--- config.mk ---
export PLATFORM = sky130hd
export DESIGN_NAME = gb_oam_dma_arb
export DESIGN_NICKNAME = d
export VERILOG_FILES = /design/src/rtl/gb_dma_pkg.sv /design/src/rtl/gb_dma_seq.sv /design/src/rtl/gb_oam_dma_arb.sv
export SDC_FILE = /design/constraint.sdc
export NUM_CORES = 1
export LEC_CHECK = 0
export BUFFER_PORTS_ARGS = -buffer_cell sky130_fd_sc_hd__clkbuf_2
export CAP_MARGIN = 20
export CELL_PAD_IN_SITES_DETAIL_PLACEMENT = 1
export CELL_PAD_IN_SITES_GLOBAL_PLACEMENT = 1
export CORE_MARGIN = 2
export CORE_UTILIZATION = 32
export CTS_CLUSTER_DIAMETER = 150
export DETAILED_ROUTE_END_ITERATION = 8
export GPL_TIMING_DRIVEN = 0
export HOLD_SLACK_MARGIN = 0.12
export PLACE_DENSITY_LB_ADDON = 0.1
export SLEW_MARGIN = 20
export SYNTH_ARGS = -nofsm -noshare
export SYNTH_HDL_FRONTEND = slang
export SYNTH_SLANG_ARGS = --single-unit
--- constraint.sdc ---
create_clock -name clk -period 1.9 [get_ports clk]
set_input_delay 0 -clock clk [delete_from_list [all_inputs] [get_ports clk]]
set_output_delay 0 -clock clk [all_outputs]
set_load 0.02 [all_outputs]
--- src/rtl/gb_dma_pkg.sv ---
// Shared types and constants for the GB OAM DMA engine and bus arbiter.
package gb_dma_pkg;

    typedef enum logic [1:0] {
        IDLE  = 2'd0,
        START = 2'd1,
        RD    = 2'd2,
        WR    = 2'd3
    } dma_state_t;

    localparam int          DMA_LEN      = 160;
    localparam logic [7:0]  LAST_IDX     = 8'(DMA_LEN - 1);
    localparam logic [15:0] DMA_REG_ADDR = 16'hFF46;
    localparam logic [15:0] OAM_BASE     = 16'hFE00;
    localparam logic [15:0] OAM_TOP      = 16'hFE9F;
    localparam logic [7:0]  ECHO_BASE    = 8'hE0;
    localparam logic [7:0]  OPEN_BUS     = 8'hFF;

    // Sources in E0-FF alias work RAM at C0-DF.
    function automatic logic [7:0] mirror_src(input logic [7:0] v);
        return (v >= ECHO_BASE) ? (v - 8'h20) : v;
    endfunction

endpackage

--- src/rtl/gb_dma_seq.sv ---
// DMA sequencer: start detect, state machine, byte index, source page, data capture.
import gb_dma_pkg::*;

module gb_dma_seq (
    input  logic        clk,
    input  logic        reset_n,
    input  logic [15:0] cpu_a,
    input  logic [7:0]  cpu_dout,
    input  logic        cpu_mreq_n,
    input  logic        cpu_wr_n,
    input  logic [7:0]  mem_di,
    output dma_state_t  state,
    output logic [7:0]  idx,
    output logic [7:0]  src_hi,
    output logic [7:0]  dma_reg,
    output logic [7:0]  data_q
);

    dma_state_t state_nxt;
    logic       wstb;
    logic       wstb_q;
    logic       trig;

    // One trigger per CPU write, however long the strobe is held.
    assign wstb = ~cpu_mreq_n & ~cpu_wr_n & (cpu_a == DMA_REG_ADDR);
    assign trig = wstb & ~wstb_q;

    // State register.
    always_ff @(posedge clk) begin
        if (!reset_n) state <= IDLE;
        else          state <= state_nxt;
    end

    // Next state; a new trigger restarts from any state and wins over the advance.
    always_comb begin
        state_nxt = state;
        case (state)
            IDLE:  state_nxt = IDLE;
            START: state_nxt = RD;
            RD:    state_nxt = WR;
            WR:    state_nxt = (idx == LAST_IDX) ? IDLE : RD;
            default: state_nxt = IDLE;
        endcase
        if (trig) state_nxt = START;
    end

    // Register file, index counter and the byte held between RD and WR.
    always_ff @(posedge clk) begin
        if (!reset_n) begin
            wstb_q  <= 1'b0;
            idx     <= 8'd0;
            src_hi  <= 8'd0;
            dma_reg <= 8'd0;
            data_q  <= 8'd0;
        end else begin
            wstb_q <= wstb;
            if (trig) begin
                dma_reg <= cpu_dout;
                src_hi  <= mirror_src(cpu_dout);
                idx     <= 8'd0;
            end else begin
                if (state == RD) data_q <= mem_di;
                // Index returns to 0 after the last byte so it never leaves 0..159.
                if (state == WR) idx <= (idx == LAST_IDX) ? 8'd0 : idx + 8'd1;
            end
        end
    end

endmodule

--- src/rtl/gb_oam_dma_arb.sv ---
// OAM DMA top: muxes memory/OAM ports between CPU and DMA and selects CPU read data.
import gb_dma_pkg::*;

module gb_oam_dma_arb (
    input  logic        clk,
    input  logic        reset_n,
    input  logic [15:0] cpu_a,
    input  logic [7:0]  cpu_dout,
    input  logic        cpu_mreq_n,
    input  logic        cpu_rd_n,
    input  logic        cpu_wr_n,
    output logic [7:0]  cpu_di,
    output logic [15:0] mem_a,
    output logic [7:0]  mem_dout,
    output logic        mem_rd_n,
    output logic        mem_wr_n,
    input  logic [7:0]  mem_di,
    output logic [7:0]  oam_a,
    output logic        oam_we,
    output logic [7:0]  oam_wdata,
    input  logic [7:0]  oam_rdata,
    output logic        dma_active,
    output logic [7:0]  dma_reg
);

    dma_state_t state;
    logic [7:0] idx;
    logic [7:0] src_hi;
    logic [7:0] data_q;
    logic       cpu_lo;
    logic       cpu_oam;
    logic       dma_bus;

    gb_dma_seq u_seq (
        .clk        (clk),
        .reset_n    (reset_n),
        .cpu_a      (cpu_a),
        .cpu_dout   (cpu_dout),
        .cpu_mreq_n (cpu_mreq_n),
        .cpu_wr_n   (cpu_wr_n),
        .mem_di     (mem_di),
        .state      (state),
        .idx        (idx),
        .src_hi     (src_hi),
        .dma_reg    (dma_reg),
        .data_q     (data_q)
    );

    assign cpu_lo     = (cpu_a < OAM_BASE);
    assign cpu_oam    = (cpu_a >= OAM_BASE) && (cpu_a <= OAM_TOP);
    assign dma_bus    = (state == RD) || (state == WR);
    assign dma_active = (state != IDLE);

    // Bus ownership: DMA drives mem/OAM in RD/WR, otherwise the CPU passes through by region.
    always_comb begin
        mem_a     = cpu_a;
        mem_dout  = cpu_dout;
        mem_rd_n  = 1'b1;
        mem_wr_n  = 1'b1;
        oam_a     = cpu_a[7:0];
        oam_we    = 1'b0;
        oam_wdata = cpu_dout;
        cpu_di    = OPEN_BUS;
        if (dma_bus) begin
            mem_a = {src_hi, idx};
            if (state == RD) mem_rd_n = 1'b0;
            if (state == WR) begin
                oam_a     = idx;
                oam_wdata = data_q;
                oam_we    = 1'b1;
            end
            if (cpu_a == DMA_REG_ADDR) cpu_di = dma_reg;
        end else begin
            if (cpu_lo) begin
                mem_rd_n = cpu_mreq_n | cpu_rd_n;
                mem_wr_n = cpu_mreq_n | cpu_wr_n;
                cpu_di   = mem_di;
            end else if (cpu_oam) begin
                oam_we = ~cpu_mreq_n & ~cpu_wr_n;
                cpu_di = oam_rdata;
            end else if (cpu_a == DMA_REG_ADDR) begin
                cpu_di = dma_reg;
            end
        end
    end

endmodule

==> summary.txt, run 1 <==
Detailed routing
  – Vias/cell: 5.24
  – Post-Route WL: 7.60 mm
  – Wire per inst: ~17 um
  – Residual DRC: 0
  – Via Count: about 2400
  – Iteration-0 DRC Markers: 97
  – First-pass DRT Iterations: 4
  – DRT antenna net count: 0

Power
  – Maximum VDD drop: 0.239 mV
  – Power per standard cell area: approximately 500 mW/mm2
  – Power, Total: 1520 uW
  – Leakage: 0.00126 uW

Worst hold path
  – Hold_sp: reset_n
  – Hold EP: u_seq.data_q[3]
  – Worst min path class: in2reg
  – Hold path cells: 3

STA
  – Fmax: 527 MHz
  – Slew headroom: 0.529
  – Final Skew: around 0.0077 ns
  – Slew Limit Fails: 0
  – Fin crit period: 1.90 ns
  – Setup TNS: 0 ns
  – Worst slew pin tran: a little over 0.7 ns
  – RSZ-0062 raised after global routing: yes
  – Final Cycle Share: 0.999
  – Hold Fails Final Rpt: 0
  – Setup-failing EPs final: 0
  – Setup ws final: 0.00162 ns

Layout
  – Layout Cells excl Fill: around 460
  – Area of the multi-input gates: around 0.0013 mm2
  – FILL cells: ~800
  – Antenna diode count: 0
  – Layout cells sized above 1: 0.444
  – Fin area: 0.00296 mm2
  – Register area: about 600 um2
  – Most frequent cells in the layout: 107 x clkbuf_2, 30 x dfxtp_1, 29 x mux2_2, 29 x nand2_1, 18 x dlygate4sd3_1
  – Nets@finish: ~430
  – Most common cell after layout, fill and taps aside: clkbuf_2
  – Synth-to-Final Area Change: 44.8%

Synth
  – Synth Area in Adders: 0.0122
  – Post-Synth Simple-Gate Area: 0.226
  – Synthesized cell area: 0.00205 mm2
  – Xor/xnor share of the synthesized area: 0.0300
  – Largest family of logic cells by synthesized area: simple AND/OR/NAND/NOR gates
  – Synth Area per Inst: 8.09 um2
  – Async S/R FF share, synth: 0
  – EDFF count, synth: 0
  – Compound-cell area share of the yosys netlist: 0.147
  – Syn nets: 300
  – Synth warn: 0
  – #FFs+latches synth: 30
  – Top FF cell, synth: dfxtp_1
  – Mux cell area share after synthesis: 0.199
  – Register area share after synthesis: 0.294
  – Post-synthesis cell type count: 35
  – Synthesized instance count: 253

Die
  – Die Span Y: 84.0 um
  – Rows: 29
  – Core area: 0.00628 mm2
  – Boundary Pins: ~110
  – Initial Util: 0.326
  – Die Wd: 84.0 um
  – Area of the die: about 0.0070 mm2

Placed design
  – Placed cell count: 433
  – Place WS: -0.0979 ns
  – IO buf count: 103
  – DP Wirelength: 5.91 mm
  – RePlAce Congestion: 0.835
  – Placed cell areas: 0.00266 mm2

Global route
  – GRT overflow: 0
  – Pin count of the biggest net entering global routing: 11
  – Vias in the first global route: 2389
  – Initial antenna violation count: 0
  – Tot GR Track Use: 0.220
  – First-pass GRT wire length: 12.4 mm

Setup path
  – R2R cell count: 5
  – Worst r2r dst: u_seq.idx[0]
  – WP data required: 1.90 ns
  – Largest fanout on the critical path: 8
  – CP Capture Type: primary output
  – Worst reg2reg path startpoint: u_seq.idx[0]
  – Kind of critical path: in2out
  – R2R setup slack: 0.29 ns
  – Crit path DAT: 1.90 ns
  – Type of origin of the critical path: input port

Outcome
  – Status: completed

CTS
  – Clock Sinks: 30
  – Root Buffer: clkbuf_8
  – CTS tree: done
  – Post-CTS Setup Bufs: 0
  – Worst-skew pair later-pin latency: just under 0.3 ns
  – Longest Clk Path Bufs: 2
  – Clock transition at path regs: 0.07 ns
  – Htree depth: 2
  – Inserted Clock Buffers: 5

Flow run
  – Number of max-cap violations: 0
layer usage:
layer,share of wire,global-route usage
met5,0,0
met3,0.070,0.0613
met2,0.44,0.332
met4,0.011,0.0513
met1,0.48,0.311
logic make-up (layout without fill, tap and decap cells):
| kind of cell | count (synthesis) | in the layout |
|---|---|---|
| AO/OA/AOI/OAI | 50 | 50 |
| XOR/XNOR | 7 | 7 |
| adder cells (fa/ha/maj) | 2 | 2 |
| buffers and inverters | 37 | 165 |
| flip-flops | 30 | 30 |
| multiplexers | 37 | 37 |
| AND/OR/NAND/NOR | 90 | 90 |
metrics by stage:
stage          hold WS, ns   util
2_1_floorplan       0.0765      -
3_3_place_gp         0.206  0.423
3_5_place_dp         0.206  0.423
4_1_cts              0.153  0.468
5_1_grt              0.176  0.472
6_report             0.160  0.472
cell usage after synthesis (2+ instances only):
master     n  area, um2
or2_2      3       18.8
a21oi_1   14       70.1
mux2_2    29        327
inv_1      5       18.8
buf_4     13       97.6
dfxtp_1   30        601
ha_1       2       25.0
clkbuf_1  17       63.8
o21ai_0   14       70.1
nand2_1   29        109
xor2_1     2       17.5
o22ai_1    8       50.1
nand3_1    7       35.0
nor2_1     7       26.3
a22oi_1    8       60.1
xnor2_1    5       43.8
nor4_1     3       18.8
nand4_1   12       75.1
nor3_1    18       90.1
buf_1      2       7.51
or3_1      2       12.5
mux2i_1    8       80.1
nand2b_1   3       18.8
worst max-delay path, stage by stage:
cell and delay [ns]:
clkbuf_2 0.12, or4b_4 0.55, or2_2 0.28, clkbuf_1 0.21
nor3_1 0.40, o22ai_1 0.15, clkbuf_2 0.18
repair_timing:
item                       4_1_cts  5_1_grt
resized for setup                6        6
hold endpoints to repair        17        0
hold buffers                    18        0
setup endpoints to repair       37       21
report_power, final:
part	internal (uW)	switching (uW)	leakage (uW)	total, uW
clock network	292	255	0.0000482	547
registers	629	0.00571	0.000241	629
logic	149	197	0.000972	346
total	1070	452	0.00126	1520
area by class of cell:
class	count	area share
Inverter	5	0.00633
Multi-Input combinational cell	186	0.434
Tap cell	77	0.0325
Buffer	31	0.0587
Timing Repair Buffer	121	0.235
Sequential cell	30	0.203
Clock inverter	1	0.00169
Clock buffer	7	0.0291
worst max-delay path by stage:
| stage | start | endpoint | slack [ns] |
|---|---|---|---|
| 6_report | cpu_a[5] | cpu_di[7] | 0.002 |
| 5_1_grt | cpu_a[5] | cpu_di[4] | -0.06 |
| 4_1_cts | u_seq.state[1] | mem_rd_n | 0.006 |
| 3_5_place_dp | u_seq.state[1] | mem_rd_n | -0.1 |
| 3_3_place_gp | u_seq.state[1] | mem_rd_n | -0.07 |
| 2_1_floorplan | u_seq.state[1] | mem_rd_n | 0.19 |
No activity file was read; power rests on OpenSTA's default activity.
==> inputs of run 2 (changes only) <==
--- a/config.mk
+++ b/config.mk
@@ -7,15 +7,13 @@
 export LEC_CHECK = 0
 export BUFFER_PORTS_ARGS = -buffer_cell sky130_fd_sc_hd__clkbuf_2
 export CAP_MARGIN = 20
-export CELL_PAD_IN_SITES_DETAIL_PLACEMENT = 1
-export CELL_PAD_IN_SITES_GLOBAL_PLACEMENT = 1
 export CORE_MARGIN = 2
-export CORE_UTILIZATION = 32
+export CORE_UTILIZATION = 46
 export CTS_CLUSTER_DIAMETER = 150
 export DETAILED_ROUTE_END_ITERATION = 8
 export GPL_TIMING_DRIVEN = 0
 export HOLD_SLACK_MARGIN = 0.12
-export PLACE_DENSITY_LB_ADDON = 0.1
+export PLACE_DENSITY = 0.81
 export SLEW_MARGIN = 20
 export SYNTH_ARGS = -nofsm -noshare
 export SYNTH_HDL_FRONTEND = slang
==> run 2 against run 1 <==
Compared with the run above: cell count down 5.5%; die area fell by 29%; first-iteration DRC count grew 63%; clock power is 2% lower; clock-buffer cell count unchanged; wire length fell by 9.9%; flip-flop and latch count unchanged; total power down 0.82%; global-route usage grew 4.9 points; sequential share of layout area is 0.33 points higher.
==> summary.txt, run 2 (synthesis gave the netlist of run 1 again) <==
Global route
  – Vias in the first global route: 2215
  – GRT overflow: 0
  – Pin count of the biggest net entering global routing: 11
  – Tot GR Track Use: 0.269
  – First-pass GRT wire length: ~11 mm
  – Initial antenna violation count: 0

Power
  – Maximum VDD drop: 0.298 mV
  – Int Pwr: 1070 uW
  – Sw Share: 0.291
  – Power per standard cell area: between 500 and 600 mW/mm2
  – Sequential share of power: 0.417
  – Logic gate share of total power: 0.227
  – Leakage: between 0.001 and 0.0015 uW
  – Clock network fraction of total power: 0.356
  – Switching pwr: 439 uW

Detailed routing
  – Post-Route WL: 6.85 mm
  – Vias/cell: 5.71
  – Iteration-0 DRC Markers: 158
  – Residual DRC: 0
  – First-pass DRT Iterations: 5
  – DRT antenna net count: 0
  – Via Count: 2471
  – Wire per inst: 15.8 um

Setup path
  – CP Capture Type: primary output
  – Crit path cell chain: clkbuf_4, clkbuf_2, nor3_1, a21boi_0, clkbuf_2
  – Slowest cell on the critical path: dfxtp_1
  – WP data required: 1.90 ns
  – Largest fanout on the critical path: 10
  – Kind of critical path: reg2out
  – Crit path DAT: 1.78 ns
  – Most frequent CP cell: clkbuf_2
  – Family with the most delay on the worst path: buffers and inverters
  – Crit path largest cell delay: about 0.47 ns
  – Buf/Inv on CP: 3
  – Type of origin of the critical path: register

Placed design
  – IO buf count: 103
  – DP Wirelength: 4.82 mm
  – Place WS: -0.0438 ns
  – Placed cell count: 408
  – Placed cell areas: approximately 0.0026 mm2
  – RePlAce Congestion: 0.859

STA
  – Slew headroom: 0.525
  – Final Skew: between 0.006 and 0.007 ns
  – Final Cycle Share: 0.936
  – RSZ-0062 raised after global routing: no
  – Slew Limit Fails: 0
  – Worst slew pin tran: approximately 0.71 ns
  – Setup-failing EPs final: 0
  – Fmax: about 560 MHz
  – Setup ws final: 0.121 ns
  – Fin crit period: between 1.5 and 2 ns
  – Hold Fails Final Rpt: 0

CTS
  – Root Buffer: clkbuf_8
  – Inserted Clock Buffers: 5
  – Longest Clk Path Bufs: 2
  – Clock transition at path regs: 0.06 ns
  – Htree depth: 2
  – CTS tree: done
  – Post-CTS Setup Bufs: 0
  – Clock Sinks: 30
  – Worst-skew pair later-pin latency: 0.29 ns

Layout
  – FILL cells: 369
  – Area of the multi-input gates: 0.00127 mm2
  – Nets@finish: 427
  – Most common cell after layout, fill and taps aside: clkbuf_2
  – Fin area: 0.00292 mm2
  – Register area: 601 um2
  – Most frequent cells in the layout: 106 x clkbuf_2, 30 x dfxtp_1, 29 x mux2_2, 29 x nand2_1, 18 x dlygate4sd3_1
  – Final core occ: 0.674
  – Layout cells sized above 1: 0.433
  – Antenna diode count: 0
  – Layout Cells excl Fill: approximately 430
  – Synth-to-Final Area Change: 42.5%

Die
  – Die Wd: around 71 um
  – Die Span Y: 70.7 um
  – Core area: about 0.0043 mm2
  – Rows: 24
  – Initial Util: 0.473
  – Area of the die: between 0.004 and 0.005 mm2
  – Boundary Pins: 105

Flow run
  – Number of max-cap violations: 0

Worst hold path
  – Worst min path class: in2reg

Outcome
  – Status: completed
[run 2: changes by cell type in the layout (fill, tap and decap cells not counted), sizes merged]
| cell | previous run | this run |
|---|---|---|
| clkbuf | 125 | 126 |
| buf | 16 | 15 |
[run 2: final timing paths]
path	cells after the start	slack [ns]	end	from
hold reg to reg	2	0.46	u_seq.data_q[3]	u_seq.data_q[3]
setup / recovery	5	0.12	mem_rd_n	u_seq.state[1]
hold / removal	3	0.13	u_seq.data_q[4]	reset_n
setup reg to reg	3	0.31	u_seq.data_q[6]	u_seq.state[1]
[run 2: cell type report]
class / count / area share
multi-input combinational: 186 / 0.436
tap: 52 / 0.0223
clock inverter: 1 / 0.00172
buffer: 31 / 0.0592
timing repair buffer: 121 / 0.239
sequential: 30 / 0.206
inverter: 5 / 0.00644
clock buffer: 7 / 0.0296
[run 2: metal layers]
layer  up-vias  GRT usage  wire length, um
met3        20     0.0598              628
met5         -          0                0
li1       1164          -                -
met1      1129      0.365             2770
met2       158      0.417             3290
met4         0      0.105              164
[run 2: per-stage QoR]
| stage | hold WS [ns] | TNS (ns) | power, uW |
|---|---|---|---|
| after global placement | 0.203 | -0.0330 | 944 |
| final | 0.134 | 0 | 1510 |
| after CTS | 0.134 | 0 | 1500 |
| after global routing | 0.182 | 0 | 1550 |
| after floorplan | 0.0765 | 0 | 815 |
| after detailed placement | 0.205 | -0.0438 | 948 |
[run 2: repair_timing]
item	CTS	global route
gates resized for setup	5	2
pin swaps	0	0
endpoints found under the setup margin	28	13
hold buffers	18	0
endpoints found under the hold margin	17	0
[run 2: worst reg2reg max path: cells and delay by family (launching register included)]
| family | cells | cell delay, ns |
|---|---|---|
| AND/OR/NAND/NOR | 1 | 0.17 |
| AO/OA/AOI/OAI | 1 | 0.60 |
| flip-flops | 1 | 0.47 |
| multiplexers | 1 | 0.28 |
[run 2: power by group through the flow]
stage	combinational (uW)	clock, uW	sequential (uW)
2_1_floorplan	172	0	643
4_1_cts	336	535	629
6_report	342	538	629
3_3_place_gp	301	0	643
5_1_grt	364	558	629
3_5_place_dp	305	0	643
